## src/rtl/fetch_unit_pkg.sv

```systemverilog
// Shared fetch-stage constants, state encoding and queue entry type.
package fetch_unit_pkg;

  localparam logic [31:0] RESET_PC_DEFAULT = 32'h0000_0000;
  localparam int          JTGT_W           = 26;

  typedef enum logic [1:0] {
    ST_IDLE  = 2'd0,
    ST_REQ   = 2'd1,
    ST_DRAIN = 2'd2
  } fetch_state_e;

  typedef struct packed {
    logic [31:0] pc;
    logic [31:0] instr;
  } fq_entry_t;

  // J/JAL target: region bits come from the sequential PC, not the jump's own PC.
  function automatic logic [31:0] jump_target(input logic [31:0] pc,
                                              input logic [JTGT_W-1:0] idx);
    return {4'((pc + 32'd4) >> 28), idx, 2'b00};
  endfunction

endpackage

```

## src/rtl/fetch_fifo.sv

```systemverilog
// Small instruction queue of {pc,instr}; head is a pure register read.
module fetch_fifo
  import fetch_unit_pkg::*;
#(
  parameter int DEPTH = 2
) (
  input  logic      clk,
  input  logic      reset,
  input  logic      push_i,
  input  logic      pop_i,
  input  logic      flush_tail_i,
  input  logic      flush_all_i,
  input  fq_entry_t wdata_i,
  output fq_entry_t head_o,
  output logic      empty_o,
  output logic      full_o
);

  localparam int PW = (DEPTH > 1) ? $clog2(DEPTH) : 1;
  localparam int CW = $clog2(DEPTH + 1);

  // Pointer wrap relies on DEPTH being a power of two.
  fq_entry_t      mem_q [DEPTH];
  logic [PW-1:0]  rd_q, wr_q;
  logic [CW-1:0]  cnt_q;

  assign head_o  = mem_q[rd_q];
  assign empty_o = (cnt_q == '0);
  assign full_o  = (cnt_q == CW'(DEPTH));

  always_ff @(posedge clk) begin
    if (reset) begin
      rd_q  <= '0;
      wr_q  <= '0;
      cnt_q <= '0;
      for (int i = 0; i < DEPTH; i++) mem_q[i] <= '0;
    end else if (flush_all_i) begin
      wr_q  <= rd_q;
      cnt_q <= '0;
    end else if (flush_tail_i) begin
      // Keep only the head, unless it is being consumed this cycle too.
      if (pop_i) begin
        rd_q  <= rd_q + PW'(1);
        wr_q  <= rd_q + PW'(1);
        cnt_q <= '0;
      end else if (!empty_o) begin
        wr_q  <= rd_q + PW'(1);
        cnt_q <= CW'(1);
      end
    end else begin
      if (push_i) begin
        mem_q[wr_q] <= wdata_i;
        wr_q        <= wr_q + PW'(1);
      end
      if (pop_i) rd_q <= rd_q + PW'(1);
      cnt_q <= cnt_q + CW'(push_i) - CW'(pop_i);
    end
  end

endmodule

```

## src/rtl/fetch_unit.sv

```systemverilog
// Instruction fetch: single-outstanding imem requester feeding a 2-entry queue,
// with J/JAL and EX-branch redirects.
module fetch_unit
  import fetch_unit_pkg::*;
#(
  parameter logic [31:0] RESET_PC = RESET_PC_DEFAULT,
  parameter int          FQ_DEPTH = 2
) (
  input  logic              clk,
  input  logic              reset,
  input  logic              AnyStall,
  input  logic              Jump_IDM1,
  input  logic [JTGT_W-1:0] JumpTgt_IDM1,
  input  logic              ExRedirect_EX,
  input  logic [31:0]       ExRedirectPc_EX,
  output logic              ImemReq,
  output logic [31:0]       ImemAddr,
  input  logic              ImemAck,
  input  logic [31:0]       ImemData,
  output logic [31:0]       Pc_IF,
  output logic [31:0]       FetchData_IF,
  output logic              InstrVal_IF
);

  fetch_state_e state_q, state_d;
  logic [31:0]  fpc_q, fpc_d;
  logic [31:0]  daddr_q, daddr_d;

  fq_entry_t head, wdata;
  logic      empty, full, pop, push, jmp, redirect;
  logic [31:0] redir_pc;

  assign InstrVal_IF  = !empty;
  assign Pc_IF        = head.pc;
  assign FetchData_IF = head.instr;

  assign pop      = !empty && !AnyStall;
  assign jmp      = Jump_IDM1 && pop && !ExRedirect_EX;
  assign redirect = ExRedirect_EX || jmp;
  assign redir_pc = ExRedirect_EX ? ExRedirectPc_EX : jump_target(head.pc, JumpTgt_IDM1);
  assign wdata    = '{pc: fpc_q, instr: ImemData};

  fetch_fifo #(.DEPTH(FQ_DEPTH)) u_fifo (
    .clk          (clk),
    .reset        (reset),
    .push_i       (push),
    .pop_i        (pop),
    .flush_tail_i (jmp),
    .flush_all_i  (ExRedirect_EX),
    .wdata_i      (wdata),
    .head_o       (head),
    .empty_o      (empty),
    .full_o       (full)
  );

  always_ff @(posedge clk) begin
    if (reset) begin
      state_q <= ST_IDLE;
      fpc_q   <= RESET_PC;
      daddr_q <= RESET_PC;
    end else begin
      state_q <= state_d;
      fpc_q   <= fpc_d;
      daddr_q <= daddr_d;
    end
  end

  always_comb begin
    state_d  = state_q;
    fpc_d    = fpc_q;
    daddr_d  = daddr_q;
    push     = 1'b0;
    ImemReq  = 1'b0;
    ImemAddr = fpc_q;
    case (state_q)
      ST_IDLE: begin
        // A redirect empties the queue, so a slot is guaranteed.
        if (redirect || !full || pop) state_d = ST_REQ;
      end
      ST_REQ: begin
        ImemReq = 1'b1;
        if (ImemAck) begin
          fpc_d = fpc_q + 32'd4;
          if (!redirect) begin
            push = 1'b1;
            if (!empty && !pop) state_d = ST_IDLE;
          end
        end else if (redirect) begin
          // The in-flight address must stay on the bus until it is acked.
          state_d = ST_DRAIN;
          daddr_d = fpc_q;
        end
      end
      ST_DRAIN: begin
        ImemReq  = 1'b1;
        ImemAddr = daddr_q;
        if (ImemAck) state_d = ST_IDLE;
      end
      default: state_d = ST_IDLE;
    endcase
    if (redirect) fpc_d = redir_pc;
  end

endmodule

```

## config.mk

```make
export PLATFORM = sky130hd
export DESIGN_NAME = fetch_unit
export DESIGN_NICKNAME = d
export VERILOG_FILES = /design/src/rtl/fetch_unit_pkg.sv /design/src/rtl/fetch_fifo.sv /design/src/rtl/fetch_unit.sv
export SDC_FILE = /design/constraint.sdc
export NUM_CORES = 1
export LEC_CHECK = 0
export CAP_MARGIN = 15
export CORE_ASPECT_RATIO = 0.6
export CORE_UTILIZATION = 56
export DETAILED_ROUTE_END_ITERATION = 12
export GPL_TIMING_DRIVEN = 0
export PLACE_DENSITY_LB_ADDON = 0.1
export SYNTH_ARGS = -nofsm -noshare
export SYNTH_HDL_FRONTEND = slang
export SYNTH_SLANG_ARGS = --single-unit
```

## constraint.sdc

```tcl
create_clock -name clk -period 7.6 [get_ports clk]
set_clock_uncertainty 0.05 [all_clocks]
set_input_delay 0.76 -clock clk [delete_from_list [all_inputs] [get_ports clk]]
set_output_delay 0.76 -clock clk [all_outputs]
set_load 0.005 [all_outputs]
```

## Word level (Yosys, flattened, before mapping)

Memories as Yosys holds them, arrays and structs flattened. A register that Yosys moved wholly into a read port is not among the register bits.
Cells that the tools add are included.

| storage, ports and cells | value |
|---|---|
| bits in registers | 70 |
| latch bits | 0 |
| memory bits (writable) | 128 |
| ROM bits | 0 |
| input port bits | 96 |
| memories | 1 |

Memories:

| memory | words | width | read ports | clocked after memory_dff | wr ports | RTL line | RTL |
|---|---|---|---|---|---|---|---|
| u_fifo.mem_q | 2 | 64 | 1 | 1 | 2 | fetch_fifo.sv:23 | `fq_entry_t mem_q [DEPTH];` |

| operators by class | value |
|---|---|
| add/subtract/negate cells | 6 |
| multipliers | 0 |
| div/mod/pow operators | 0 |
| order comparisons | 0 |
| equality and inequality tests | 10 |
| shift-type cells | 0 |
| mux-type cells | 36 |
| bitwise logic cells | 2 |
| reduce and logical (&&, ||, !) cells | 25 |

Operators with widths:

| kind | count |
|---|---|
| $mux 32 | 5 |
| $add 32x3->32 const B | 2 |
| $mux 64 | 1 |
| $reduce_or 64->1 | 1 |
| $mux 1 | 20 |
| $mux 2 | 9 |
| $ne 3x3->1 const B | 4 |
| $pmux 2 s3 | 1 |
| $reduce_and 2->1 | 3 |
| $logic_not 1->1 | 5 |
| $reduce_and 5->1 | 1 |
| $eq 2x2->1 const B | 2 |
| $logic_and 1x1->1 | 4 |
| $logic_not 2->1 | 2 |
| $ne 2x2->1 const B | 2 |
| $ne 4x4->1 const B | 1 |
| $reduce_bool 2->1 | 2 |
| $reduce_or 2->1 | 2 |
| $logic_or 1x1->1 | 3 |
| $reduce_and 3->1 | 1 |
| $reduce_bool 3->1 | 1 |
| $add 1x1->1 const B | 2 |
| $add 2x1->2 | 1 |
| $eq 2x1->1 const B | 1 |
| 2 further kinds | 3 |

## Logic depth before layout (Yosys ltp)

| depth | value |
|---|---|
| depth in word-level cells | 16 |
| depth in mapped cells | 10 |
| depth with buffers taken out | 10 |

## Modules after synthesis

Synthesis repeated with hierarchy kept, for this count alone.

| second synthesis, totals | value |
|---|---|
| cell total of the unflattened synthesis | 838 |
| area total of the unflattened synthesis | 9810.7 um^2 |

Modules (own cells, without submodules):

| module | times used | cells an instance | area an instance (um^2) |
|---|---|---|---|
| fetch_fifo | 1 | 378 | 5843.1 |
| fetch_unit | 1 | 460 | 3967.6 |

## Worst setup path before layout

No wires, ideal clock.

| timing | value |
|---|---|
| kind | input to register |
| start | input port ImemAck |
| end | memory u_fifo.mem_q[0][0] (netlist name), enable pin |
| setup time | 0.394 ns |
| data arrival time | 2.529 ns |
| data required time | 7.156 ns |
| setup slack | 4.627 ns |
| cell stages on the path | 4 |
| path buffers | 1 |
| cells stage by stage | clkbuf_1 > nand2_1 > nor3_2 > or2_2 |

RTL lines:

| element | RTL line | RTL |
|---|---|---|
| start, declared | fetch_unit.sv:18 | `input logic ImemAck,` |
| end, declared | fetch_fifo.sv:23 |  |

## Final worst setup path

| timing | value |
|---|---|
| start | register state_q[0] |
| end | output port ImemAddr[25] |

| between the ends | value |
|---|---|
| word-level cells in the longest chain between the ends | 2 |

Ends and longest elaborated chain:

| element | RTL line | RTL |
|---|---|---|
| start, declared | fetch_unit.sv:25 | `fetch_state_e state_q, state_d;` |
| start signal, assigned | fetch_unit.sv:62 | `state_q <= state_d;` |
| $eq 2x2->1 | fetch_unit.sv:75 | `case (state_q)` |
| $mux 32 | fetch_unit.sv:75 |  |
| end, declared | fetch_unit.sv:17 | `output logic [31:0] ImemAddr,` |

No other way between the ends.

==> impl_metrics.csv <==
group,metric,value,unit
run_status,outcome,"finished clean",
worst_setup_path,worstSetupStartpointType,"flip-flop",
worst_setup_path,cp_max_fo,10,
drt,drt_iter0_drc,1043,
drt,routed_via_density,5.85,
worst_hold_path,min_path_type,"flip-flop to flip-flop",
floorplan,row_count,36,
layout,syn_to_final_growth,28.7,%
cts,clock-sinks,199,
grt,antenna_found_initial,1,
floorplan,core_area,16600,um^2
power_and_ir_drop,clockPowerShare,36.5,%
sta,max_slew_margin,37.7,%
drt,drc,0,
sta,hold_viol,0,
sta,drv_slew,0,
grt,track_usage,30.7,%
cts,holdBufCountCts,0,
logic_synthesis,syn_avg_cell_area,10.8,um^2
drt,ant_nets,0,
floorplan,dieArea,18000,um^2
floorplan,ioPinCount,194,
sta,setup_viol,0,
drt,wl,27.3,mm
logic_synthesis,ys_types,61,
logic_synthesis,ys_ff_latch,199,
drt,wire_per_inst,20.2,um
worst_setup_path,path_class,"flip-flop to output port",
logic_synthesis,ys_async_sr_fraction,0,%
drt,num_vias,7927,
layout,layout-drive-gt1-share,13.7,%
power_and_ir_drop,power_density,195,nW/um^2
worst_setup_path,crit_buf_inv,4,
logic_synthesis,syn_nets,1003,
floorplan,die_y,104,um
logic_synthesis,yosysWarningCount,0,
worst_setup_path,required,6.79,ns
logic_synthesis,netlist_instances,901,
sta,tns,0,ns
grt,grt_pass1_wl,40.7,mm
layout,diodes,0,
cts,cts_buffers,17,
layout,layout.cells.non_filler,1354,
drt,first_pass_iters,6,
layout,nets,1215,
logic_synthesis,yosys_most_used_dff,"edfxtp_1",
grt,overflow,0,
sta,rsz0062_at_grt,"false",
power_and_ir_drop,p_leak,4.53,nW
placed_design,port_buffers,193,
power_and_ir_drop,ir_worst_vdd,0.105,mV
sta,min_period_over_period,49.3,%
logic_synthesis,synth_edf_count,128,
floorplan,dieWidth,172,um
cts,path_clk_slew,0.08,ns
cts,cts_tree,"done",
sta,fin_crit,3.74,ns
cts,cts_setup_buffers,0,
sta,fmax,267,MHz
placed_design,place_inst,1322,
power_and_ir_drop,p_seq_share,50.1,%
worst_setup_path,cp-end-kind,"output port",
placed_design,hpwl,19.6,mm
grt,grt_pass1_vias,7308,
run,maxCapViolCount,0,
power_and_ir_drop,internal_power,1.81,mW
power_and_ir_drop,power_frac_comb,13.4,%
worst_setup_path,cpPeakStageDelay,0.64,ns
cts,clk_latency,0.44,ns
power_and_ir_drop,switching_share,26.4,%
sta,tightestPinTransition,0.934,ns
power_and_ir_drop,switching_power,0.648,mW
placed_design,place_congestion,0.929,
cts,cts.repair.resized,0,
grt,grt_max_degree,65,
worst_setup_path,crit_top_cell,"clkbuf_1",
floorplan,start_util,58.7,%
cts,cts-root-buf,"clkbuf_16",
worst_setup_path,crit_path_top_delay_cell,"clkbuf_1",
worst_setup_path,path_delay_family,"buffers and inverters",
cts,h-tree-depth,4,
logic_synthesis,synth_area,9750,um^2
logic_synthesis,seq_area_frac_synth,54.0,%
worst_setup_path,crit_chain,"inv_1, ha_1, clkbuf_1, clkbuf_1, mux2_2, clkdlybuf4s50_1",
worst_setup_path,worstPathArrival,2.93,ns
cts,clk_path_buf_depth,2,
-- metal layers --
layer / vias to the layer above / GRT usage (%) / routed length (um)
met5: - / 0 / 0
met1: 3789 / 47.8 / 12400
met2: 471 / 43.5 / 11500
li1: 3632 / - / -
met3: 35 / 6.43 / 3070
met4: 0 / 6.38 / 301
-- layout make-up --
class / instances / area, um^2
inverter: 16 / 60.1
fill: 1115 / 4070
timing repair buffer: 193 / 1930
multi-input combinational: 619 / 4170
clock inverter: 14 / 146
sequential: 199 / 5270
buffer: 67 / 269
clock buffer: 18 / 429
tap: 228 / 285
-- power by group through the flow --
| stage | Sequential [mW] | Clock (mW) | Combinational [mW] |
|---|---|---|---|
| 2_1_floorplan | 1.24 | 0 | 0.152 |
| 3_3_place_gp | 1.25 | 0 | 0.319 |
| 4_1_cts | 1.23 | 0.887 | 0.325 |
| 5_1_grt | 1.23 | 0.933 | 0.351 |
| 6_report | 1.23 | 0.895 | 0.330 |
| 3_5_place_dp | 1.25 | 0 | 0.322 |
-- kinds of logic (layout without fill, tap and decap cells) --
family                   Yosys count  count (layout)  share of synthesized area [%]
multiplexers                      93              93                           10.7
adder cells (fa/ha/maj)            6               6                          0.770
XOR/XNOR                          26              26                           2.33
AND/OR/NAND/NOR                  359             359                           20.2
buffers and inverters             83             308                           3.37
flip-flops                       199             199                           54.0
AO/OA/AOI/OAI                    135             135                           8.67
-- state kept, by name (all words and copies together) (netlist names), named ones only --
signal and flops:
fpc_q 32, u_fifo.mem_q 128, u_fifo.wr_q 1, u_fifo.cnt_q 2, u_fifo.rd_q 1, state_q 2
daddr_q 32
-- worst min-delay path, delay by kind of cell (launching register included) --
family	cells	cell delay, ns
AND/OR/NAND/NOR	1	0.05
flip-flops	1	0.31
AO/OA/AOI/OAI	1	0.05
-- synthesized netlist by cell type, types with 4 or more instances --
cell,instances,area share [%]
inv_1,14,0.54
a31o_2,4,0.36
buf_1,5,0.19
a211oi_1,14,1.1
dfxtp_1,71,15
buf_2,9,0.46
nor2b_1,4,0.26
xnor2_1,11,0.99
o21ai_0,18,0.92
nor4_1,10,0.64
and4_1,4,0.36
nand3_1,15,0.77
ha_1,6,0.77
edfxtp_1,128,39
mux2_2,90,10
nand4_1,21,1.3
nand2_1,95,3.7
nor2_1,44,1.7
and3_1,10,0.64
nand2b_1,5,0.32
clkbuf_1,50,1.9
and2_1,122,7.8
nor3_1,9,0.46
xor2_1,15,1.3
a21oi_1,66,3.4
-- cells in the final DEF (no fill, tap or decap), drive strengths merged, types with 3 or more instances in the layout --
| cell | n |
|---|---|
| a211o | 3 |
| a211oi | 14 |
| mux2 | 90 |
| nand3 | 15 |
| nor2 | 44 |
| o221ai | 3 |
| or2 | 3 |
| buf | 15 |
| and3 | 10 |
| a22oi | 3 |
| clkbuf | 70 |
| nor2b | 4 |
| clkinv | 6 |
| mux2i | 3 |
| xnor2 | 11 |
| xor2 | 15 |
| dfxtp | 71 |
| a21o | 3 |
| ha | 6 |
| and4 | 4 |
| a31o | 4 |
| nor3 | 12 |
| and2 | 124 |
| o21ai | 18 |
| nand2b | 5 |
| nor4 | 12 |
| edfxtp | 128 |
| clkdlybuf4s50 | 193 |
| a21oi | 68 |
| nand4 | 24 |
| a31oi | 3 |
| inv | 24 |
| nand2 | 95 |
-- stage by stage --
stage          area [um^2]  total power, mW  worst slack (ns)  util [%]  hold slack [ns]
2_1_floorplan         9750             1.39              4.63         -            0.383
3_3_place_gp         12000             1.57              3.10      72.0            0.388
3_5_place_dp         12000             1.57              3.56      72.1            0.393
4_1_cts              12600             2.44              3.87      75.5            0.405
5_1_grt              12600             2.52              3.76      75.5            0.419
6_report             12600             2.45              3.86      75.5            0.405
-- final timing paths --
kind,startpoint,to,slack [ns],cells after the start
setup reg to reg,state_q[1],u_fifo.mem_q[0][15],4.11,6
setup / recovery,state_q[0],ImemAddr[25],3.86,6
hold / removal,daddr_q[24],daddr_q[24],0.40,2
hold reg to reg,daddr_q[24],daddr_q[24],0.40,2
(Power assumes the default switching activity.)
